$ cat src/rtl/wishbone_arbiter_2m1s.sv
// wishbone_arbiter_2m1s: merges data (m0) and instruction (m1) Wishbone masters onto one slave bus
// Ports: clk, rst (sync, active-high); m0_* data master (priority), m1_* instruction master;
// s_* shared slave bus; bus_err_o sticky flag raised when a granted transaction times out.
module wishbone_arbiter_2m1s #(
    parameter int TIMEOUT      = 16,
    parameter int STARVE_LIMIT = 4
) (
    input  logic        clk,
    input  logic        rst,
    input  logic [31:0] m0_addr_i,
    input  logic [31:0] m0_data_i,
    input  logic        m0_we_i,
    input  logic [3:0]  m0_sel_i,
    input  logic        m0_stb_i,
    input  logic        m0_cyc_i,
    output logic [31:0] m0_data_o,
    output logic        m0_ack_o,
    input  logic [31:0] m1_addr_i,
    input  logic [31:0] m1_data_i,
    input  logic        m1_we_i,
    input  logic [3:0]  m1_sel_i,
    input  logic        m1_stb_i,
    input  logic        m1_cyc_i,
    output logic [31:0] m1_data_o,
    output logic        m1_ack_o,
    output logic [31:0] s_addr_o,
    output logic [31:0] s_data_o,
    output logic        s_we_o,
    output logic [3:0]  s_sel_o,
    output logic        s_stb_o,
    output logic        s_cyc_o,
    input  logic [31:0] s_data_i,
    input  logic        s_ack_i,
    output logic        bus_err_o
);
    localparam logic [1:0] IDLE  = 2'd0;
    localparam logic [1:0] GNT_D = 2'd1;
    localparam logic [1:0] GNT_I = 2'd2;

    logic [1:0] state;
    logic [3:0] starve_cnt;
    logic [7:0] to_cnt;
    logic       req0, req1, pick_i, g0, g1, gstb, gcyc, ack_raw, to_hit, done;

    always_comb begin
        req0      = m0_cyc_i & m0_stb_i;
        req1      = m1_cyc_i & m1_stb_i;
        pick_i    = req1 & (~req0 | (starve_cnt == 4'(STARVE_LIMIT)));
        g0        = state == GNT_D;
        g1        = state == GNT_I;
        gstb      = (g0 & m0_stb_i) | (g1 & m1_stb_i);
        gcyc      = (g0 & m0_cyc_i) | (g1 & m1_cyc_i);
        ack_raw   = s_ack_i & gstb;
        // a slave ack on the last allowed cycle wins over the timeout; an abort suppresses it
        to_hit    = gcyc & ~ack_raw & (to_cnt == 8'(TIMEOUT - 1));
        done      = ack_raw | ~gcyc | to_hit;
        s_addr_o  = g0 ? m0_addr_i : g1 ? m1_addr_i : '0;
        s_data_o  = g0 ? m0_data_i : g1 ? m1_data_i : '0;
        s_we_o    = g0 ? m0_we_i : g1 ? m1_we_i : 1'b0;
        s_sel_o   = g0 ? m0_sel_i : g1 ? m1_sel_i : '0;
        s_stb_o   = gstb & ~to_hit;
        s_cyc_o   = gcyc & ~to_hit;
        m0_ack_o  = g0 & (ack_raw | to_hit);
        m1_ack_o  = g1 & (ack_raw | to_hit);
        m0_data_o = (g0 & ~to_hit) ? s_data_i : '0;
        m1_data_o = (g1 & ~to_hit) ? s_data_i : '0;
    end

    always_ff @(posedge clk) begin
        if (rst) begin
            state      <= IDLE;
            starve_cnt <= '0;
            to_cnt     <= '0;
            bus_err_o  <= 1'b0;
        end else begin
            if (to_hit) bus_err_o <= 1'b1;
            if (state == IDLE) begin
                to_cnt <= '0;
                if (pick_i) begin
                    state      <= GNT_I;
                    starve_cnt <= '0;
                end else if (req0) begin
                    state      <= GNT_D;
                    starve_cnt <= req1 ? starve_cnt + 4'd1 : '0;
                end
            end else begin
                to_cnt <= ack_raw ? '0 : to_cnt + 8'd1;
                if (done) state <= IDLE;
            end
        end
    end
endmodule

$ cat config.mk
export PLATFORM = sky130hd
export DESIGN_NAME = wishbone_arbiter_2m1s
export DESIGN_NICKNAME = d
export VERILOG_FILES = /design/src/rtl/wishbone_arbiter_2m1s.sv
export SDC_FILE = /design/constraint.sdc
export NUM_CORES = 1
export LEC_CHECK = 0
export BUFFER_PORTS_ARGS = -buffer_cell sky130_fd_sc_hd__buf_2
export CELL_PAD_IN_SITES_DETAIL_PLACEMENT = 1
export CELL_PAD_IN_SITES_GLOBAL_PLACEMENT = 1
export CORE_AREA = 2 2 121 123
export CTS_CLUSTER_DIAMETER = 30
export DETAILED_ROUTE_END_ITERATION = 10
export DIE_AREA = 0 0 123 125
export PLACE_DENSITY_LB_ADDON = 0.1
export RECOVER_POWER = 100
export SYNTH_ARGS = -nofsm -noshare
export SYNTH_HDL_FRONTEND = slang
export SYNTH_SLANG_ARGS = --single-unit
$ cat constraint.sdc
create_clock -name clk -period 5 [get_ports clk]
set_input_delay 0.5 -clock clk [delete_from_list [all_inputs] [get_ports clk]]
set_output_delay 0.5 -clock clk [all_outputs]
set_load 0.005 [all_outputs]
==> results list, run 1 <==
- Most common cell after layout, fill and taps aside: sky130_fd_sc_hd__buf_2
* Data required time at the worst endpoint: ~4.5 ns
* Slew headroom: -0.5791
- Number of vias per cell after detailed routing: about 4.7
- Number of levels the H-tree was split into: 1
- Critical path startpoint category: flip-flop
- Cell area after layout: 0.003811 mm²
- Worst clock skew on the final layout: approximately 0.0019 ns
- CP Max Fanout: 67
- The clock period could shrink to ~3.9 ns.
- GRT Total Usage: 0.2012
* Rows: 44
- Counting instances, the worst hold path has a depth of 1.
- Power spread over the standard cell area amounts to roughly 130 mW/mm².
* Area of the mapped netlist: 0.002206 mm²
- STA classifies the critical path endpoint as a primary output.
* Worst slew pin tran: between 2 and 2.5 ns
* Share of synthesized area occupied by flip-flops and latches: 0.1361
* GP Congestion: 0.8883
* Final Hold Slack: between 0.4 and 0.5 ns
- The first global-routing pass estimated about 23000 µm of wire.
* Synthesis-stage register bit count: 15
- Flop2flop setup slack: 3.39 ns
- Half-perimeter wire length after detailed placement: between 10000 and 15000 µm
- In the finished design, the share of the clock period the worst path needs comes to 0.7843.
- Total power consumption of the routed design: around 500 µW
- Clock Tree Buf Depth: 2
- Library cell used as clock root buffer: sky130_fd_sc_hd__clkbuf_16
* Initial antenna violation count: 7
- The number of global-route vias before repair came to between 3000 and 4000.
- The max-slew violation count came to 111.
- The die covers approximately 0.015 mm².
- After floorplanning, the core was sized to cover 0.01420 mm².
- The detailed router placed 3806 vias in this run.
- The run finished, with violations left.
- DRC violation count after routing: 0
- After technology mapping, the gate count stands at 334.
- Counting every sink on the clock net gives 15.
- Finished Layout Cells: between 800 and 900
- Static leakage: approximately 1.7 nW
- Across all setup checks in the final design, the least slack found is between 1 and 1.5 ns.
- Largest net degree at the start of global routing: between 80 and 90
* GRT Residual Overflow: 0
- Area Growth Syn to Fin: 72.77%
* Fraction of layout instances using a drive strength above 1: 0.3425
- Layout net count: about 800
* Hold-critical path endpoint: to_cnt[0]
- From left edge to right edge, the die measures 123 µm.
- In this run the remaining antenna-violating nets after routing total 0.
- Violated checks: max-capacitance violations, max-slew violations
- Number of violations reported at the end of detailed-routing iteration 0: between 150 and 200
- The worst setup path is of the flip-flop to primary output kind.
- In the final routed layout, each cell accounts on average for 20.76 µm.
* Die height: 125 µm
- STA puts the critical path data arrival time at ~3.4 ns.
- Once the clock tree was built, the resizer swapped 0 gates to a different size.
- Setup repair after global routing missed its margin: no
- The startpoint identified for the worst register-to-register timing path is state[1].
- Synthesis produced a netlist with a net count of between 500 and 600.
* Number of max-cap violations: 2
* Post-CTS setup-driven buffer insertion count: 0
- Mapped Avg Cell Area: between 6 and 7 µm²
* TritonCTS Buffers: 3
- Number of buffers inserted for hold repair after clock tree synthesis: 0
- The initial utilization of the core area, before any placement, comes to 0.1553.
- The endpoint identified for the worst register-to-register timing path is to_cnt[6].
* Cell total after placement: just under 800
- The first detailed-routing pass took 6 iterations.
- Number of hold violations in the final report: 0
* Post-synthesis cell type count: 34
* Yosys warns: 0
- Share of the core filled with cells: 0.2683
- CTS tree: built
* Classification of the worst-slack hold path: flip-flop to flip-flop
- Pre-CTS setup slack: approximately 2.1 ns
* Final wirelength: approximately 17000 µm
- Count of endpoints failing setup in the final report: 0
* Worst IR drop on VDD: ~0.11 mV
- Reg clk slew, reported paths: about 0.05 ns
- In this run the cell area measured after placement is 0.003872 mm².
- Input and output buffers added on the ports amount to roughly 310.
- For this run, the top clock speed supported by timing is roughly 260 MHz.
- The library cells used most frequently in the layout, excluding fill and tap cells, are sky130_fd_sc_hd__buf_2 (196), sky130_fd_sc_hd__clkbuf_1 (113), sky130_fd_sc_hd__a21oi_1 (70).
* Startpoint of the most critical hold path: to_cnt[0]
- Summed over all failing endpoints, the final setup total negative slack is 0 ns.
* Number of cells on the worst reg-to-reg path: 3
* IO Pins: about 320
- The later pin in the worst-skew pair is clocked with a latency of 0.25 ns.
## area by class of cell
cell class / count / area [µm²]
multi-input cells: 275 / 1698
flip-flops and latches: 15 / 300.3
clock buffers: 3 / 75.07
fillers: 1891 / 10390
well taps: 184 / 230.2
repair buffers: 317 / 1476
clock inverters: 1 / 5.005
inverters: 5 / 18.77
diodes: 3 / 7.507
## critical path, stage by stage, from the launching register on
cell and delay (ns):
sky130_fd_sc_hd__dfxtp_1 0.56, sky130_fd_sc_hd__nand4b_1 0.24, sky130_fd_sc_hd__and2_1 1.74, sky130_fd_sc_hd__a22oi_1 0.35, sky130_fd_sc_hd__buf_2 0.26
## synth_stat cells
master                      count  area, µm²
sky130_fd_sc_hd__xnor2_1        1      8.760
sky130_fd_sc_hd__nor2b_1        3      18.77
sky130_fd_sc_hd__a211o_1        2      17.52
sky130_fd_sc_hd__a22oi_1        3      22.52
sky130_fd_sc_hd__inv_1          5      18.77
sky130_fd_sc_hd__buf_4          1      7.510
sky130_fd_sc_hd__or4_4          1      11.26
sky130_fd_sc_hd__o211ai_1       1      7.510
sky130_fd_sc_hd__clkbuf_1      18      67.56
sky130_fd_sc_hd__nand4b_1       4      35.03
sky130_fd_sc_hd__a22o_1        69      604.3
sky130_fd_sc_hd__a21oi_1       70      350.3
sky130_fd_sc_hd__nand3_1        8      40.04
sky130_fd_sc_hd__nand3b_1       4      30.03
sky130_fd_sc_hd__dfxtp_1       15      300.3
sky130_fd_sc_hd__xor2_1         2      17.52
sky130_fd_sc_hd__o2111ai_1      1      8.760
sky130_fd_sc_hd__and3b_1        1      8.760
sky130_fd_sc_hd__and4_1         1      8.760
sky130_fd_sc_hd__or3_1          3      18.77
sky130_fd_sc_hd__and2_1         2      12.51
sky130_fd_sc_hd__o21ai_0        8      40.04
sky130_fd_sc_hd__ha_1           3      37.54
sky130_fd_sc_hd__a211oi_2       1      12.51
sky130_fd_sc_hd__nand2_1       67      251.5
sky130_fd_sc_hd__o2bb2ai_1      2      17.52
sky130_fd_sc_hd__or2_0          1      6.260
sky130_fd_sc_hd__buf_2         15      75.07
sky130_fd_sc_hd__nor4_1         1      6.260
sky130_fd_sc_hd__nor2_1         7      26.28
sky130_fd_sc_hd__buf_6          5      56.30
sky130_fd_sc_hd__nor4b_1        1      8.760
sky130_fd_sc_hd__nand4_1        6      37.54
sky130_fd_sc_hd__a21boi_0       2      15.01
## logic make-up after synthesis
logic type / after synthesis / share of synthesized area
xor gates and xnor gates: 3 / 0.01191
adders and majority gates: 3 / 0.01702
AOI/OAI and AO/OA: 159 / 0.4969
buffers and inverters: 44 / 0.1021
DFF: 15 / 0.1361
and+or+nand+nor: 110 / 0.2360
## metal layers
metal,up-vias,routed length [µm],global-route usage,share of wire
met5,-,0,0,0
met4,0,153,0.03944,0.0092
met3,16,1222,0.04197,0.073
met2,183,9121,0.3958,0.55
met1,1784,6175,0.2158,0.37
li1,1823,-,-,-
## power breakdown
part	internal [mW]	switching [mW]	total [mW]
combinational	0.101	0.112	0.213
clock	0.107	0.0551	0.162
sequential	0.121	0.00291	0.124
## registers in the layout (all words and copies together) (netlist names)
register,cells
to_cnt,8
starve_cnt,4
state,2
bus_err_o,1
## how the worst max path moves through the flow
stage                     slack [ns]  cells past startpoint     start             to
final                           1.08                      4  state[1]        s_cyc_o
after global routing            0.84                      4  state[0]        s_cyc_o
after CTS                       1.79                      4  state[1]    s_data_o[5]
after detailed placement        2.06                      6  m1_cyc_i  m1_data_o[10]
after global placement          2.08                      4  state[1]    s_data_o[5]
after floorplan                 3.04                      6  m1_stb_i  m1_data_o[10]
Note: power is estimated with default switching activity, not from simulation.
==> inputs of run 2 (changes only) <==
- clock period: 5 -> 3.32 ns (I/O delays scaled with it)
==> results list, run 2 (synthesized netlist as in run 1, its figures left out) <==
- Starting utilization of the core area: 0.1553 (unchanged)
* Fillcell total: 1910 (+1.0%)
* Number of vias per cell after detailed routing: 4.623 (-2.5%)
- The count of max-cap constraint violations was 0 (-2).
- The total global routing track utilization was 0.1940 (-0.007114).
- Multi-input combinational cell area: 0.001692 mm² (-0.37%)
- The number of vias after detailed routing came to 3726 (-2.1%).
- The final standard cell utilization of the core is 0.2711 (+0.002731).
* CTS tree: built
- The area of the core was 0.01420 mm² (unchanged).
* Type of the worst setup path: flip-flop to primary output
* Classification of the worst-slack hold path: primary input to flip-flop
* GP Congestion: 0.8821 (-0.70%)
- The violation count after the first detailed-route iteration was 135 (-25%).
* Highest-count cells in the layout ignoring fill and taps: sky130_fd_sc_hd__buf_2 (196), sky130_fd_sc_hd__clkbuf_1 (109), sky130_fd_sc_hd__a21oi_1 (70)
* Initial antenna violation count: 2 (-5)
* Number of nets with antenna violations after routing: 0 (unchanged)
- The largest registers in the layout are to_cnt x8, starve_cnt x4, state x2.
- Setup TNS: 0 ns (unchanged)
- Final wirelength: 16220 µm (-2.7%)
- Worst slew pin tran: 0.6797 ns (-1.689 ns)
* Critical path startpoint category: flip-flop
- Worst clock skew on the final layout: 0.004018 ns (+0.002143 ns)
- The number of cell rows came to 44 (unchanged).
* Total clock sinks: 15 (unchanged)
* Crit share post-route: 0.8134
- The run finished with clean final reports.
- Worst IR drop on VDD: 0.1246 mV (+9.3%)
- Final worst path period need: about 2.7 ns
- Slew headroom: 0.5459 (+1.125)
- The sequential cell area in the final layout came to 300.3 µm² (unchanged).
- DRC violation count after routing: 0 (unchanged)
- Based on the critical path, the design can be clocked at up to between 300 and 400 MHz.
- The per-cell routed wire length came to 20.12 µm (-3.1%).
- The number of levels the H-tree was split into was 1 (unchanged).
- The final-report setup violation count was 0 (unchanged).
- The clock transition at the registers of the reported paths came to 0.05 ns (about the same).
- CTS placed an instance of sky130_fd_sc_hd__clkbuf_16 at the clock tree root.
* Number of buffers inserted for hold repair after clock tree synthesis: 0 (unchanged)
* Reg with most FFs: to_cnt
* Setup repair after global routing missed its margin: no
- The largest individual stage delay along the critical path comes from the cell sky130_fd_sc_hd__buf_4.
- The clock network latency to the later pin of the worst-skew pair came to 0.25 ns (about the same).
* Die height: 125 µm (unchanged)
- The wire length of the first global-routing pass is 22450 µm (-2.9%).
* Largest register FFs: 8 (unchanged)
* Largest net degree at the start of global routing: 65 (-24%)
* Cell-by-cell listing of the critical path: or4_4, a211oi_1, buf_4, a21oi_1, clkbuf_2
- The final-report hold violation count is 0 (unchanged).
- Layout net count: 801 (+0.50%)
- The worst endpoint required time was 2.99 ns (-1.51 ns).
- The number of detailed-route iterations in the first pass came to 4 (-2).
- The biggest fanout along the worst timing path is 64 (-4.5%).
- The number of global-route vias before repair is 3728 (+0.81%).
* Data arrival time at the worst-slack endpoint: 2.37 ns (-1.05 ns)
- IO Pins: 315 (unchanged)
- Area Growth Syn to Fin: 74.53%
- Post-CTS setup-driven buffer insertion count: 0 (unchanged)
- Critical Path Sink Type: primary output
- The remaining global-route overflow came to 0 (unchanged).
* Horiz. Die Dim: 123 µm (unchanged)
- The area enclosed by the die boundary was 0.01538 mm² (unchanged).
* Post-CTS Resized: 0 (unchanged)
* Final count of pins violating max slew: 0 (-100%)
* Count of input and output buffers: 314 (unchanged)
- The HPWL after detailed placement came to 13670 µm (-0.43%).
- Max incr delay on CP: 0.57 ns (-1.17 ns)
* Static leakage: 1.781 nW (+2.4%)
- Most common cell after layout, fill and taps aside: sky130_fd_sc_hd__buf_2
- TritonCTS Buffers: 3 (unchanged)
* Fraction of layout instances using a drive strength above 1: 0.3532 (+0.01069)
- The power density of the placed cells was 195.2 mW/mm² (+49%).
- Clock Tree Buf Depth: 2 (unchanged)
-- run 2: path summary, 6_finish.rpt --
| check | depth (start not counted) | to | slack, ns | startpoint |
|---|---|---|---|---|
| worst max-delay path | 5 | m0_data_o[28] | 0.62 | to_cnt[4] |
| worst min register to register | 1 | to_cnt[0] | 0.45 | to_cnt[0] |
| worst max register to register | 3 | to_cnt[7] | 1.68 | state[1] |
| worst min-delay path | 2 | starve_cnt[1] | 0.36 | rst |
-- run 2: where the power goes --
| group | internal (mW) | switching, mW | total, mW |
|---|---|---|---|
| Combinational | 0.156 | 0.167 | 0.323 |
| Sequential | 0.182 | 0.00410 | 0.186 |
| Clock | 0.161 | 0.0807 | 0.242 |
| Total | 0.500 | 0.252 | 0.752 |
-- run 2: critical path: cells and delay by family (launching register included) --
kind | cells | cell delay [ns]
compound gates | 2 | 0.43
buf+inv | 2 | 0.72
flops | 1 | 0.35
simple gates | 1 | 0.56
-- run 2: routing by layer --
layer | up-vias | share of wire | track usage
met5 | - | 0 | 0
met4 | 0 | 0.019 | 0.03676
met3 | 12 | 0.077 | 0.04516
met2 | 176 | 0.53 | 0.3825
met1 | 1718 | 0.37 | 0.2053
li1 | 1820 | - | -
-- run 2: cell type report --
cell class                      instances  area share
Clock buffer                            3     0.01950
Antenna cell                            2    0.001300
Inverter                                5    0.004875
Clock inverter                          1    0.001300
Timing Repair Buffer                  321      0.3958
Tap cell                              184     0.05980
Multi-Input combinational cell        275      0.4394
Sequential cell                        15     0.07800
-- run 2: stage by stage --
stage / std cells / instance area (µm²) / hold WS [ns] / setup slack, ns / power (mW)
5_1_grt: 805 / 3847 / 0.3520 / 0.4857 / 0.7977
4_1_cts: 804 / 3995 / 0.3509 / 0.6907 / 0.7742
3_5_place_dp: 800 / 3915 / 0.4445 / 0.9421 / 0.5317
6_report: 806 / 3850 / 0.3565 / 0.6194 / 0.7516
2_1_floorplan: 334 / 2206 / 0.4011 / 1.553 / 0.3088
3_3_place_gp: 800 / 3915 / 0.4312 / 1.003 / 0.5281
